--- config.mk ---
export PLATFORM = sky130hd
export DESIGN_NAME = freq_meter_multi
export DESIGN_NICKNAME = d
export VERILOG_FILES = /design/src/rtl/freq_meter_pkg.sv /design/src/rtl/fx_sync_edge.sv /design/src/rtl/freq_meter_multi.sv
export SDC_FILE = /design/constraint.sdc
export NUM_CORES = 1
export LEC_CHECK = 0
export CORE_ASPECT_RATIO = 1.1
export CORE_MARGIN = 2
export CORE_UTILIZATION = 60
export DETAILED_ROUTE_END_ITERATION = 10
export PLACE_DENSITY = 0.85
export SETUP_SLACK_MARGIN = 0.1
export SYNTH_ARGS = -nofsm -noshare
export SYNTH_HDL_FRONTEND = slang
export SYNTH_SLANG_ARGS = --single-unit
--- constraint.sdc ---
create_clock -name clk -period 9.75 [get_ports clk]
set_clock_uncertainty 0.1 [all_clocks]
set_input_delay 1.95 -clock clk [delete_from_list [all_inputs] [get_ports clk]]
set_output_delay 1.95 -clock clk [all_outputs]
set_load 0.05 [all_outputs]
--- src/rtl/freq_meter_pkg.sv ---
// Shared types and gate-length helpers for the multi-mode frequency meter.
package freq_meter_pkg;

  typedef enum logic [2:0] {
    S_IDLE,
    S_GATE,
    S_WAIT_EDGE,
    S_PERIOD,
    S_CALC,
    S_DONE
  } state_e;

  localparam logic MODE_FREQ   = 1'b0;
  localparam logic MODE_PERIOD = 1'b1;

  localparam logic [1:0] GATE_1S    = 2'b00;
  localparam logic [1:0] GATE_100MS = 2'b01;
  localparam logic [1:0] GATE_10MS  = 2'b10;
  localparam logic [1:0] GATE_1MS   = 2'b11;

  function automatic int unsigned gate_scale(input logic [1:0] gs);
    case (gs)
      GATE_1S:    return 1;
      GATE_100MS: return 10;
      GATE_10MS:  return 100;
      GATE_1MS:   return 1000;
      default:    return 1;
    endcase
  endfunction

  function automatic int unsigned gate_cycles(input int unsigned clk_hz, input logic [1:0] gs);
    return clk_hz / gate_scale(gs);
  endfunction

endpackage

--- src/rtl/fx_sync_edge.sv ---
// Multi-stage synchroniser for the measured pin plus a registered rising-edge strobe.
module fx_sync_edge #(
  parameter int unsigned SYNC_STAGES = 2
) (
  input  logic clk,
  input  logic rst,
  input  logic fx_in,
  output logic fx_sync,
  output logic fx_rise
);

  logic [SYNC_STAGES-1:0] sync_q, sync_d;
  logic prev_q, prev_d;
  logic rise_q, rise_d;

  for (genvar gi = 0; gi < int'(SYNC_STAGES); gi++) begin : g_sync
    if (gi == 0) begin : g_first
      assign sync_d[gi] = fx_in;
    end else begin : g_next
      assign sync_d[gi] = sync_q[gi-1];
    end
  end

  assign fx_sync = sync_q[SYNC_STAGES-1];
  assign fx_rise = rise_q;

  // The strobe is registered, so a pin edge shows up SYNC_STAGES+1 clocks later.
  always_comb begin
    prev_d = fx_sync;
    rise_d = fx_sync & ~prev_q;
  end

  always_ff @(posedge clk) begin
    if (rst) begin
      sync_q <= '0;
      prev_q <= 1'b0;
      rise_q <= 1'b0;
    end else begin
      sync_q <= sync_d;
      prev_q <= prev_d;
      rise_q <= rise_d;
    end
  end

endmodule

--- src/rtl/freq_meter_multi.sv ---
// Frequency / period meter: counts fx_in edges over a selectable gate, or system
// clocks across one fx_in period, with saturation and timeout reporting.
module freq_meter_multi
  import freq_meter_pkg::*;
#(
  parameter int unsigned CLK_FREQ_HZ = 100_000_000,
  parameter int unsigned CNT_W       = 32,
  parameter int unsigned SYNC_STAGES = 2,
  parameter int unsigned TIMEOUT_CYC = CLK_FREQ_HZ
) (
  input  logic             clk,
  input  logic             rst,
  input  logic             fx_in,
  input  logic             start,
  input  logic             continuous,
  input  logic             mode,
  input  logic [1:0]       gate_sel,
  output logic             busy,
  output logic [CNT_W-1:0] result,
  output logic             result_valid,
  output logic             overflow,
  output logic             timeout
);

  // One timer serves as gate counter and timeout counter, so it is sized for the longer.
  localparam int unsigned     TIM_MAX  = (CLK_FREQ_HZ > TIMEOUT_CYC) ? CLK_FREQ_HZ : TIMEOUT_CYC;
  localparam int              TIM_W    = $clog2(TIM_MAX + 1);
  localparam logic [CNT_W-1:0] CNT_MAX = '1;
  localparam logic [TIM_W-1:0] TMO_LAST = TIM_W'(TIMEOUT_CYC - 1);

  logic fx_rise;
  logic fx_sync_unused;

  fx_sync_edge #(
    .SYNC_STAGES(SYNC_STAGES)
  ) u_fx_sync_edge (
    .clk    (clk),
    .rst    (rst),
    .fx_in  (fx_in),
    .fx_sync(fx_sync_unused),
    .fx_rise(fx_rise)
  );

  logic [TIM_W-1:0] gate_last_tbl [4];
  logic [9:0]       scale_tbl     [4];

  for (genvar gi = 0; gi < 4; gi++) begin : g_gate_tbl
    assign gate_last_tbl[gi] = TIM_W'(gate_cycles(CLK_FREQ_HZ, 2'(gi)) - 1);
    assign scale_tbl[gi]     = 10'(gate_scale(2'(gi)));
  end

  state_e           state_q, state_d;
  logic             mode_q, mode_d;
  logic [1:0]       gate_sel_q, gate_sel_d;
  logic [TIM_W-1:0] tim_cnt_q, tim_cnt_d;
  logic [CNT_W-1:0] edge_cnt_q, edge_cnt_d;
  logic [CNT_W-1:0] clk_cnt_q, clk_cnt_d;
  logic [CNT_W-1:0] result_q, result_d;
  logic             result_valid_q, result_valid_d;
  logic             overflow_q, overflow_d;
  logic             timeout_q, timeout_d;
  logic             busy_q, busy_d;
  logic [2*CNT_W-1:0] freq_prod;
  logic             arm;

  always_comb begin
    freq_prod      = (2*CNT_W)'(edge_cnt_q) * (2*CNT_W)'(scale_tbl[gate_sel_q]);
    state_d        = state_q;
    mode_d         = mode_q;
    gate_sel_d     = gate_sel_q;
    tim_cnt_d      = tim_cnt_q;
    edge_cnt_d     = edge_cnt_q;
    clk_cnt_d      = clk_cnt_q;
    result_d       = result_q;
    result_valid_d = 1'b0;
    overflow_d     = overflow_q;
    timeout_d      = timeout_q;
    arm            = 1'b0;

    case (state_q)
      S_IDLE: arm = start;

      S_GATE: begin
        if (fx_rise && (edge_cnt_q != CNT_MAX)) edge_cnt_d = edge_cnt_q + 1'b1;
        if (tim_cnt_q == gate_last_tbl[gate_sel_q]) state_d = S_CALC;
        else tim_cnt_d = tim_cnt_q + 1'b1;
      end

      S_WAIT_EDGE: begin
        if (fx_rise) begin
          state_d   = S_PERIOD;
          clk_cnt_d = CNT_W'(1);
          tim_cnt_d = TIM_W'(1);
        end else if (tim_cnt_q == TMO_LAST) begin
          state_d        = S_DONE;
          result_d       = '0;
          overflow_d     = 1'b0;
          timeout_d      = 1'b1;
          result_valid_d = 1'b1;
        end else begin
          tim_cnt_d = tim_cnt_q + 1'b1;
        end
      end

      // The closing edge cycle itself is not counted.
      S_PERIOD: begin
        if (fx_rise) begin
          state_d = S_CALC;
        end else if (tim_cnt_q == TMO_LAST) begin
          state_d        = S_DONE;
          result_d       = '0;
          overflow_d     = 1'b0;
          timeout_d      = 1'b1;
          result_valid_d = 1'b1;
        end else begin
          tim_cnt_d = tim_cnt_q + 1'b1;
          if (clk_cnt_q != CNT_MAX) clk_cnt_d = clk_cnt_q + 1'b1;
        end
      end

      S_CALC: begin
        state_d        = S_DONE;
        result_valid_d = 1'b1;
        timeout_d      = 1'b0;
        if (mode_q == MODE_FREQ) begin
          if ((edge_cnt_q == CNT_MAX) || (freq_prod[2*CNT_W-1:CNT_W] != '0)) begin
            result_d   = CNT_MAX;
            overflow_d = 1'b1;
          end else begin
            result_d   = freq_prod[CNT_W-1:0];
            overflow_d = 1'b0;
          end
        end else begin
          result_d   = clk_cnt_q;
          overflow_d = (clk_cnt_q == CNT_MAX);
        end
      end

      S_DONE: begin
        state_d = S_IDLE;
        arm     = continuous;
      end

      default: state_d = S_IDLE;
    endcase

    // Arming latches mode/gate_sel so later input changes cannot disturb a run.
    if (arm) begin
      mode_d     = mode;
      gate_sel_d = gate_sel;
      tim_cnt_d  = '0;
      edge_cnt_d = '0;
      clk_cnt_d  = '0;
      state_d    = (mode == MODE_PERIOD) ? S_WAIT_EDGE : S_GATE;
    end

    busy_d = (state_d != S_IDLE);
  end

  always_ff @(posedge clk) begin
    if (rst) begin
      state_q        <= S_IDLE;
      mode_q         <= MODE_FREQ;
      gate_sel_q     <= GATE_1S;
      tim_cnt_q      <= '0;
      edge_cnt_q     <= '0;
      clk_cnt_q      <= '0;
      result_q       <= '0;
      result_valid_q <= 1'b0;
      overflow_q     <= 1'b0;
      timeout_q      <= 1'b0;
      busy_q         <= 1'b0;
    end else begin
      state_q        <= state_d;
      mode_q         <= mode_d;
      gate_sel_q     <= gate_sel_d;
      tim_cnt_q      <= tim_cnt_d;
      edge_cnt_q     <= edge_cnt_d;
      clk_cnt_q      <= clk_cnt_d;
      result_q       <= result_d;
      result_valid_q <= result_valid_d;
      overflow_q     <= overflow_d;
      timeout_q      <= timeout_d;
      busy_q         <= busy_d;
    end
  end

  assign busy         = busy_q;
  assign result       = result_q;
  assign result_valid = result_valid_q;
  assign overflow     = overflow_q;
  assign timeout      = timeout_q;

endmodule

Word-level counts from Yosys, hierarchy flattened

Cells that the tools add are included.

Bits in registers: 137
Input bits: 8
Output and inout port bits: 36
Logic and storage cells: 94

$add $sub $neg: 3
Multipliers: 1
Order comparisons: 1
Equality and inequality tests: 18
Multiplexer cells: 40
Bitwise logic cells: 3
Reductions and logical operators: 14

Operators by type and width:

| kind                                           | number |
|---|---|
| two-way mux 32 bit                             | 8 |
| two-way mux 27 bit                             | 6 |
| one-hot mux 32 bit (2 select lines)            | 2 |
| one-hot mux 27 bit (3 select lines)            | 1 |
| adder 32 x 1 -> 32 bit (second input constant) | 2 |
| == test 32 bit (second input constant)         | 2 |
| != test 32 bit (second input constant)         | 2 |
| binary-select mux 27 bit (select 2 bit)        | 1 |
| multiplier 32 x 10 -> 42 bit                   | 1 |
| adder 27 x 1 -> 27 bit (second input constant) | 1 |
| == test 27 bit                                 | 1 |
| == test 27 bit (second input constant)         | 1 |
| binary-select mux 10 bit (select 2 bit)        | 1 |
| two-way mux 10 bit                             | 2 |
| two-way mux 3 bit                              | 5 |
| one-hot mux 3 bit (5 select lines)             | 1 |
| != test 2 bit (second input constant)          | 5 |
| nonzero test 10 bit                            | 1 |
| two-way mux 1 bit                              | 8 |
| one-hot mux 1 bit (2 select lines)             | 4 |
| == test 3 x 2 -> 1 bit (second input constant) | 2 |
| == test 3 bit (second input constant)          | 2 |
| AND reduction 3 bit                            | 2 |
| nonzero test 3 bit                             | 2 |
| other kinds (14)                               | 17 |

Logic depth before layout (Yosys ltp)

Gate-level depths: netlist of run 1.

Depth after elaboration: 10
Depth in mapped cells: 28
Depth with buffers taken out: 23

Hierarchy

Synthesis of run 1 repeated with hierarchy kept, for this count alone.

Cells, all modules: 1,986
Area, all modules: 16,323.2 um^2

By module, submodules not included:

| module           | instances | cells each | area each (um^2) | seq. area each (um^2) |
|---|---|---|---|---|
| freq_meter_multi | 1         | 1,978      | 16,211.8         | 2,662.6 |
| fx_sync_edge     | 1         | 8          | 111.4            | 80.1 |

Worst setup path before layout of run 1

Ideal clock, no wire load.

Path kind: register -> register
Start: register gate_sel_q[0]
End: register result_q[0], in the netlist result[0]
Setup time: 147 ps
Data arrival time: 6,431 ps
Data required time: 9,503 ps
Slack: 3,072 ps
Stages on the path, launching flop included: 27
Buffers on the path: 5
Period minus slack after synthesis: 6,678 ps
Cell sequence: dfxtp_1 clkbuf_1 inv_1 ha_1 clkbuf_1 clkbuf_1 nand2_1 fa_1 inv_1 fa_1 fa_1 fa_1 inv_1 fa_1 inv_1 ha_1 buf_2 nand4_1 or4_1 nor3_1 a21oi_1 a21oi_1 xnor2_1 nand2_1 nor4_4 buf_6 a221oi_2

Word-level cells in the longest chain between the ends: 10

RTL lines:

| what                                                    | line                    | RTL |
|---|---|---|
| from (decl)                                             | freq_meter_multi.sv:54  | `logic [1:0] gate_sel_q, gate_sel_d;` |
| from (signal assigned)                                  | freq_meter_multi.sv:176 | `gate_sel_q <= gate_sel_d;` |
| inverter 2 -> 3 bit (not written as such) *             | freq_meter_multi.sv:67  | `freq_prod = (2*CNT_W)'(edge_cnt_q) * (2*CNT_W)'(scale_tbl[gate_sel_q]);` |
| binary-select mux 10 bit (select 2 bit) *               | freq_meter_multi.sv:67  |  |
| two-way mux 10 bit (not written as such) * (2 in a row) | freq_meter_multi.sv:67  |  |
| multiplier 32 x 10 -> 42 bit *                          | freq_meter_multi.sv:67  |  |
| nonzero test 10 bit                                     | freq_meter_multi.sv:126 | `if ((edge_cnt_q == CNT_MAX) \|\| (freq_prod[2*CNT_W-1:CNT_W] != '0)) begin` |
| logical OR 1 bit                                        | freq_meter_multi.sv:126 |  |
| two-way mux 32 bit *                                    | freq_meter_multi.sv:126 |  |
| two-way mux 32 bit *                                    | freq_meter_multi.sv:125 | `if (mode_q == MODE_FREQ) begin` |
| one-hot mux 32 bit (2 select lines) *                   | freq_meter_multi.sv:80  | `case (state_q)` |
| to (signal assigned)                                    | freq_meter_multi.sv:180 | `result_q <= result_d;` |
| to (decl)                                               | freq_meter_multi.sv:58  | `logic [CNT_W-1:0] result_q, result_d;` |

Every way passes the cells marked *; elsewhere a longest branch is shown, timed or not. The select of a mux whose other input is x is not followed.
A chain may end at the register's enable or synchronous reset.

Worst setup path in the final report of run 1

Start: register gate_sel_q[0]
End: register result_q[3], in the netlist result[3]

Same word-level chain as after synthesis.

==> results.toml, run 1 <==
[run_status]
status = "finished, final reports clean"

[critical_path]
cp_top_family = "adder cells"
crit_type = "flip-flop to flip-flop"
cp-start-kind = "flip-flop"
path_max_fanout = 33
crit_arrival_ns = 7.87
crit_top_cell = "fa_1"
critPathMaxStageDelay_ns = 1.06
worstPathCellList = "inv_1 > ha_1 > nand2_1 > fa_1 > inv_1 > fa_1 > fa_1 > fa_1 > inv_1 > fa_1 > inv_1 > ha_1 > nand4_1 > or4_1 > nor3_1 > a21oi_1 > a21oi_1 > xnor2_1 > nand2_1 > nor4_4 > buf_4 > a221oi_1"
critPathRequiredTime_ns = 9.93
worst-path-buf-inv = 5
end_kind = "flip-flop"
crit_slowest_cell = "ha_1"

[sta]
fin_tns_setup_ns = 0
drv_slew = 0
worst_pin_slew_ns = 1.32
finalSetupViolCount = 0
rsz0062_at_grt = "no"
finalWorstSetupSlack_ns = 2.05
max-slew-margin-rel = 0.123
hold_viol_final = 0
fin_crit_sh = 0.789
fmax_mhz = 130
fin_crit_ns = 7.70

[yosys]
netlist-cell-type-count = 91
synth_top_area_cell = "fa_1"
synth_cells = 2003
netlist_top_cells_area = "fa_1 (23%), dfxtp_1 (17%), ha_1 (9.2%)"
yosysSeqAreaShare = 0.166
async_reset_ff_frac = 0
syn_nets = 2320
synth-seq-cells = 137
synth.avg_cell_area_um2 = 8.26
synth-edff-count = 0
synth_top_area_frac = 0.226
syn_area_um2 = 16500
ys_warn_count = 0
ys.flop_type = "dfxtp_1"

[global_routing]
track_usage = 0.289
grt_pass1_wl_um = 67500
grt_max_degree = 65
overflow = 0
antenna_found_initial = 0
grt_pass1_vias = 14000

[power_and_ir_drop]
total_power_uw = 1300
power_frac_seq = 0.439
combPwrFrac = 0.072
switchingPower_uw = 352
ir_drop_mv = 0.109
intPower_uw = 946
p_clk_frac = 0.490
power.leakage_uw = 0.00776
p_per_area_nw_per_um2 = 73.9
swShare = 0.271

[clock_tree]
clk-insertion-delay-late_ns = 0.44
h-tree-depth = 4
hold_buffers = 0
cts-resized-gates = 0
numCtsBuffers = 17
clk_pin_slew_ns = 0.06
postCtsSetupBuffers = 0
cts_tree = "built"
clock_path_buffers = 2
cts_num_sinks = 137
clock-root-buffer = "clkbuf_16"

[place]
port_buffers = 43
place_hpwl_um = 31400
finalWeightedCongestion = 0.940
dp_slack_ns = 2.15

[floorplan]
io_pins = 44
die_h_um = 178
die_area_um2 = 28900
fp-row-count = 63
coreArea_um2 = 27000
start_util = 0.612
dieWidth_um = 162

[layout]
antennaDiodeCount = 0
fin_nets = 2278
layout_commonest_cell = "inv_1"
mostFrequentLayoutCells = "inv_1 (267), nand2_1 (256), fa_1 (187)"
layout-drive-gt1-share = 0.0537
area_growth_pct = 6.15

[drt]
viasPerCell = 6.02
initialDrtViolationCount = 1171
drc = 0
dr.pass1.iters = 10
wl_per_cell_um = 17.4
vias = 14000
postRouteAntennaNets = 0
wl_um = 40600

[worst_hold_path]
worst_hold_path_type = "flip-flop to flip-flop"

[run]
drv_cap = 0
[final timing paths]
check / cells past startpoint / start / endpoint / slack (ns)
worst max-delay path: 22 / gate_sel_q[0]$_SDFFE_PP0P_ / result[3]$_SDFFE_PP0P_ / 2.05
worst min register to register: 1 / u_fx_sync_edge.prev_q$_SDFF_PP0_ / u_fx_sync_edge.fx_rise$_SDFF_PP0_ / 0.31
worst min-delay path: 1 / u_fx_sync_edge.prev_q$_SDFF_PP0_ / u_fx_sync_edge.fx_rise$_SDFF_PP0_ / 0.31
worst max register to register: 22 / gate_sel_q[0]$_SDFFE_PP0P_ / result[3]$_SDFFE_PP0P_ / 2.05
[sequential cells by signal, summed over array words and instances, names as in the netlist]
register	flops
clk_cnt_q	32
u_fx_sync_edge.prev_q	1
gate_sel_q	2
u_fx_sync_edge.sync_q	2
edge_cnt_q	32
result	32
result_valid	1
timeout	1
tim_cnt_q	27
overflow	1
mode_q	1
u_fx_sync_edge.fx_rise	1
state_q	3
busy	1
[layout make-up]
cell class	count	area [um2]
Fill cell	2168	9470
Multi-Input combinational cell	1483	12300
Timing Repair Buffer	55	515
Inverter	267	1000
Clock inverter	12	118
Clock buffer	20	447
Sequential cell	137	2740
Tap cell	357	447
[routing by layer]
layer  share of wire  track usage  vias to the layer above
met5               0            0                        -
met2            0.49        0.508                      563
met4           0.032        0.107                        0
met1            0.40        0.360                     6890
li1                -            -                     6501
met3           0.072       0.0453                       86
[synthesized netlist by cell type, drive strengths merged (3+ instances only)]
cell type,n
nand2b,6
and3,29
nor2b,6
mux2i,5
nand3,44
nor4bb,3
and2,80
a211o,3
nand3b,7
or3,21
o21ai,99
inv,267
a21o,15
buf,29
a21oi,119
a31o,3
a21boi,13
a22oi,3
ha,122
clkbuf,87
or2,4
fa,187
dfxtp,137
nand4,32
o211ai,8
and4,12
nor3,36
a221oi,33
o31ai,7
a211oi,9
maj3,6
xnor2,73
a31oi,11
xor2,57
o21a,7
nor4,12
nand2,257
nor2,120
[worst reg2reg max path, cell delays in order (launching register included)]
cell and delay [ns]:
dfxtp_1 0.32, inv_1 0.15, ha_1 1.06, nand2_1 0.21, fa_1 0.56, inv_1 0.05
fa_1 0.52, fa_1 0.44, fa_1 0.55, inv_1 0.06, fa_1 0.53, inv_1 0.04
ha_1 0.45, nand4_1 0.29, or4_1 0.53, nor3_1 0.21, a21oi_1 0.11, a21oi_1 0.21
xnor2_1 0.14, nand2_1 0.10, nor4_4 0.24, buf_4 0.48, a221oi_1 0.19
[through the flow]
step           utilization  std cells  hold WS [ns]  area [um2]
3_5_place_dp         0.629       2299         0.304       17000
6_report             0.650       2331         0.306       17600
4_1_cts              0.650       2331         0.310       17600
3_3_place_gp         0.629       2299         0.303       17000
2_1_floorplan            -       2003         0.267       16500
5_1_grt              0.650       2331         0.317       17600
[logic make-up (layout without fill, tap and decap cells)]
family	count (synthesis)	in the layout	synth area share
AOI/OAI and AO/OA	353	353	0.143
xor gates and xnor gates	130	130	0.0688
adders and majority gates	315	315	0.322
buffers and inverters	383	354	0.0920
DFF	137	137	0.166
muxes	5	5	0.00302
and+or+nand+nor	680	680	0.205
[power by group through the flow]
stage	Combinational (uW)	Clock [uW]	Sequential, uW
2_1_floorplan	65.1	0	582
3_3_place_gp	88.5	0	581
3_5_place_dp	90.7	0	581
4_1_cts	91.0	641	569
5_1_grt	99.4	664	570
6_report	92.8	636	569
Note: power is estimated with default switching activity, not from simulation.
==> inputs of run 2 (changes only) <==
- clock period: 9.75 -> 7.4 ns (I/O delays scaled with it)
==> results.toml, run 2 (synthesis results as in run 1) <==
[clock_tree]
clock-root-buffer = "clkbuf_16"
clk_pin_slew_ns = 0.06
h-tree-depth = 4
hold_buffers = 0
cts_num_sinks = 137
cts_tree = "built"
clk-insertion-delay-late_ns = 0.45
numCtsBuffers = 17
clock_path_buffers = 2

[layout]
area_growth_pct = 7.25
fill_cells = 2133
fin_nets = 2288
regArea_um2 = 2740
layout_commonest_cell = "inv_1"
mostFrequentLayoutCells = "inv_1 (267), nand2_1 (256), fa_1 (187)"
layout-drive-gt1-share = 0.0585
antennaDiodeCount = 0
multi_input_area_um2 = 12300

[global_routing]
antenna_found_initial = 0
grt_pass1_wl_um = 70600
grt_pass1_vias = 14400
grt_max_degree = 65
overflow = 0
track_usage = 0.304

[floorplan]
fp-row-count = 63
dieWidth_um = 162
coreArea_um2 = 27000
die_area_um2 = 28900
die_h_um = 178
io_pins = 44
start_util = 0.612

[power_and_ir_drop]
p_per_area_nw_per_um2 = 102
power.leakage_uw = 0.00785
ir_drop_mv = 0.171

[sta]
max-slew-margin-rel = 0.185
fin_crit_sh = 0.944
worst_pin_slew_ns = 1.21
rsz0062_at_grt = "no"
whs_ns = 0.312
hold_viol_final = 0
finalWorstSetupSlack_ns = 0.417
fmax_mhz = 143
finalSetupViolCount = 0
drv_slew = 0
fin_tns_setup_ns = 0
fin_crit_ns = 6.98

[worst_hold_path]
min_from = "u_fx_sync_edge.prev_q$_SDFF_PP0_"
hold_depth = 1
worst_hold_path_type = "flip-flop to flip-flop"

[critical_path]
startpoint = "gate_sel_q[0]$_SDFFE_PP0P_"
r2r-start = "gate_sel_q[0]$_SDFFE_PP0P_"
r2r-end = "result[11]$_SDFFE_PP0P_"
r2r_slack_ns = 0.42
setup.worst_path.end = "result[11]$_SDFFE_PP0P_"
crit_type = "flip-flop to flip-flop"
path_max_fanout = 33
crit_arrival_ns = 7.17
r2r_cells = 23
cp-start-kind = "flip-flop"
end_kind = "flip-flop"
critPathRequiredTime_ns = 7.59

[place]
dp_slack_ns = 0.135
port_buffers = 43
finalWeightedCongestion = 0.979
place_hpwl_um = 31500

[drt]
postRouteAntennaNets = 0
viasPerCell = 6.07
wl_um = 42200
initialDrtViolationCount = 1320
vias = 14200
drc = 0
dr.pass1.iters = 6
wl_per_cell_um = 18.0

[run]
drv_cap = 0

[run_status]
status = "finished, final reports clean"
run 2: cell type report:
| cell class | instances | share of cell area |
|---|---|---|
| repair buffers | 65 | 0.0356 |
| clock inverters | 11 | 0.00959 |
| inverters | 267 | 0.0565 |
| flip-flops and latches | 137 | 0.155 |
| clock buffers | 20 | 0.0252 |
| well taps | 357 | 0.0252 |
| multi-input cells | 1483 | 0.693 |
run 2: worst min-delay path by stage:
stage / to / slack [ns]
finish: u_fx_sync_edge.fx_rise$_SDFF_PP0_ / 0.31
global route: u_fx_sync_edge.fx_rise$_SDFF_PP0_ / 0.33
CTS: u_fx_sync_edge.fx_rise$_SDFF_PP0_ / 0.32
detailed placement: u_fx_sync_edge.fx_rise$_SDFF_PP0_ / 0.31
global placement: u_fx_sync_edge.fx_rise$_SDFF_PP0_ / 0.31
floorplan: u_fx_sync_edge.fx_rise$_SDFF_PP0_ / 0.27
run 2: routing by layer:
metal	vias to the layer above	wire, um	global-route usage	part of all wire
met1	6904	17100	0.381	0.41
met3	140	3000	0.0430	0.071
met2	623	20400	0.526	0.48
met4	0	1710	0.129	0.040
li1	6528	-	-	-
met5	-	0	0	0
run 2: repair_timing:
action	in CTS	in global routing
setup endpoints to repair	0	33
resized for setup	0	7
setup buffers	0	0
run 2: worst max-delay path, stage by stage, from the launching register on:
cell and delay (ns):
dfxtp_1 0.41, inv_1 0.21, ha_1 0.22, buf_12 0.22, nand2_1 0.11, fa_1 0.54
inv_1 0.07, fa_1 0.54, fa_1 0.45, fa_1 0.59, inv_1 0.07, fa_1 0.53
inv_1 0.04, ha_1 0.40, nand4_1 0.27, or4_1 0.54, nor3_1 0.23, a21oi_1 0.11
a21oi_1 0.20, xnor2_1 0.14, nand2_1 0.10, nor4_4 0.31, buf_12 0.27, a221oi_1 0.12
run 2: per-stage QoR:
step	power, uW	instances	area [um2]	utilization
after floorplan	852	2003	16500	-
after global placement	891	2309	17100	0.633
after detailed placement	894	2309	17100	0.633
after CTS	1810	2340	17700	0.655
after global routing	1850	2340	17700	0.656
final	1810	2340	17700	0.656
run 2: where the power goes:
| group | switching (uW) | internal (uW) | leakage [uW] |
|---|---|---|---|
| clock network | 357 | 572 | 0.000293 |
| logic | 98.2 | 33.6 | 0.00645 |
| registers | 8.96 | 743 | 0.00110 |
| total | 464 | 1350 | 0.00785 |
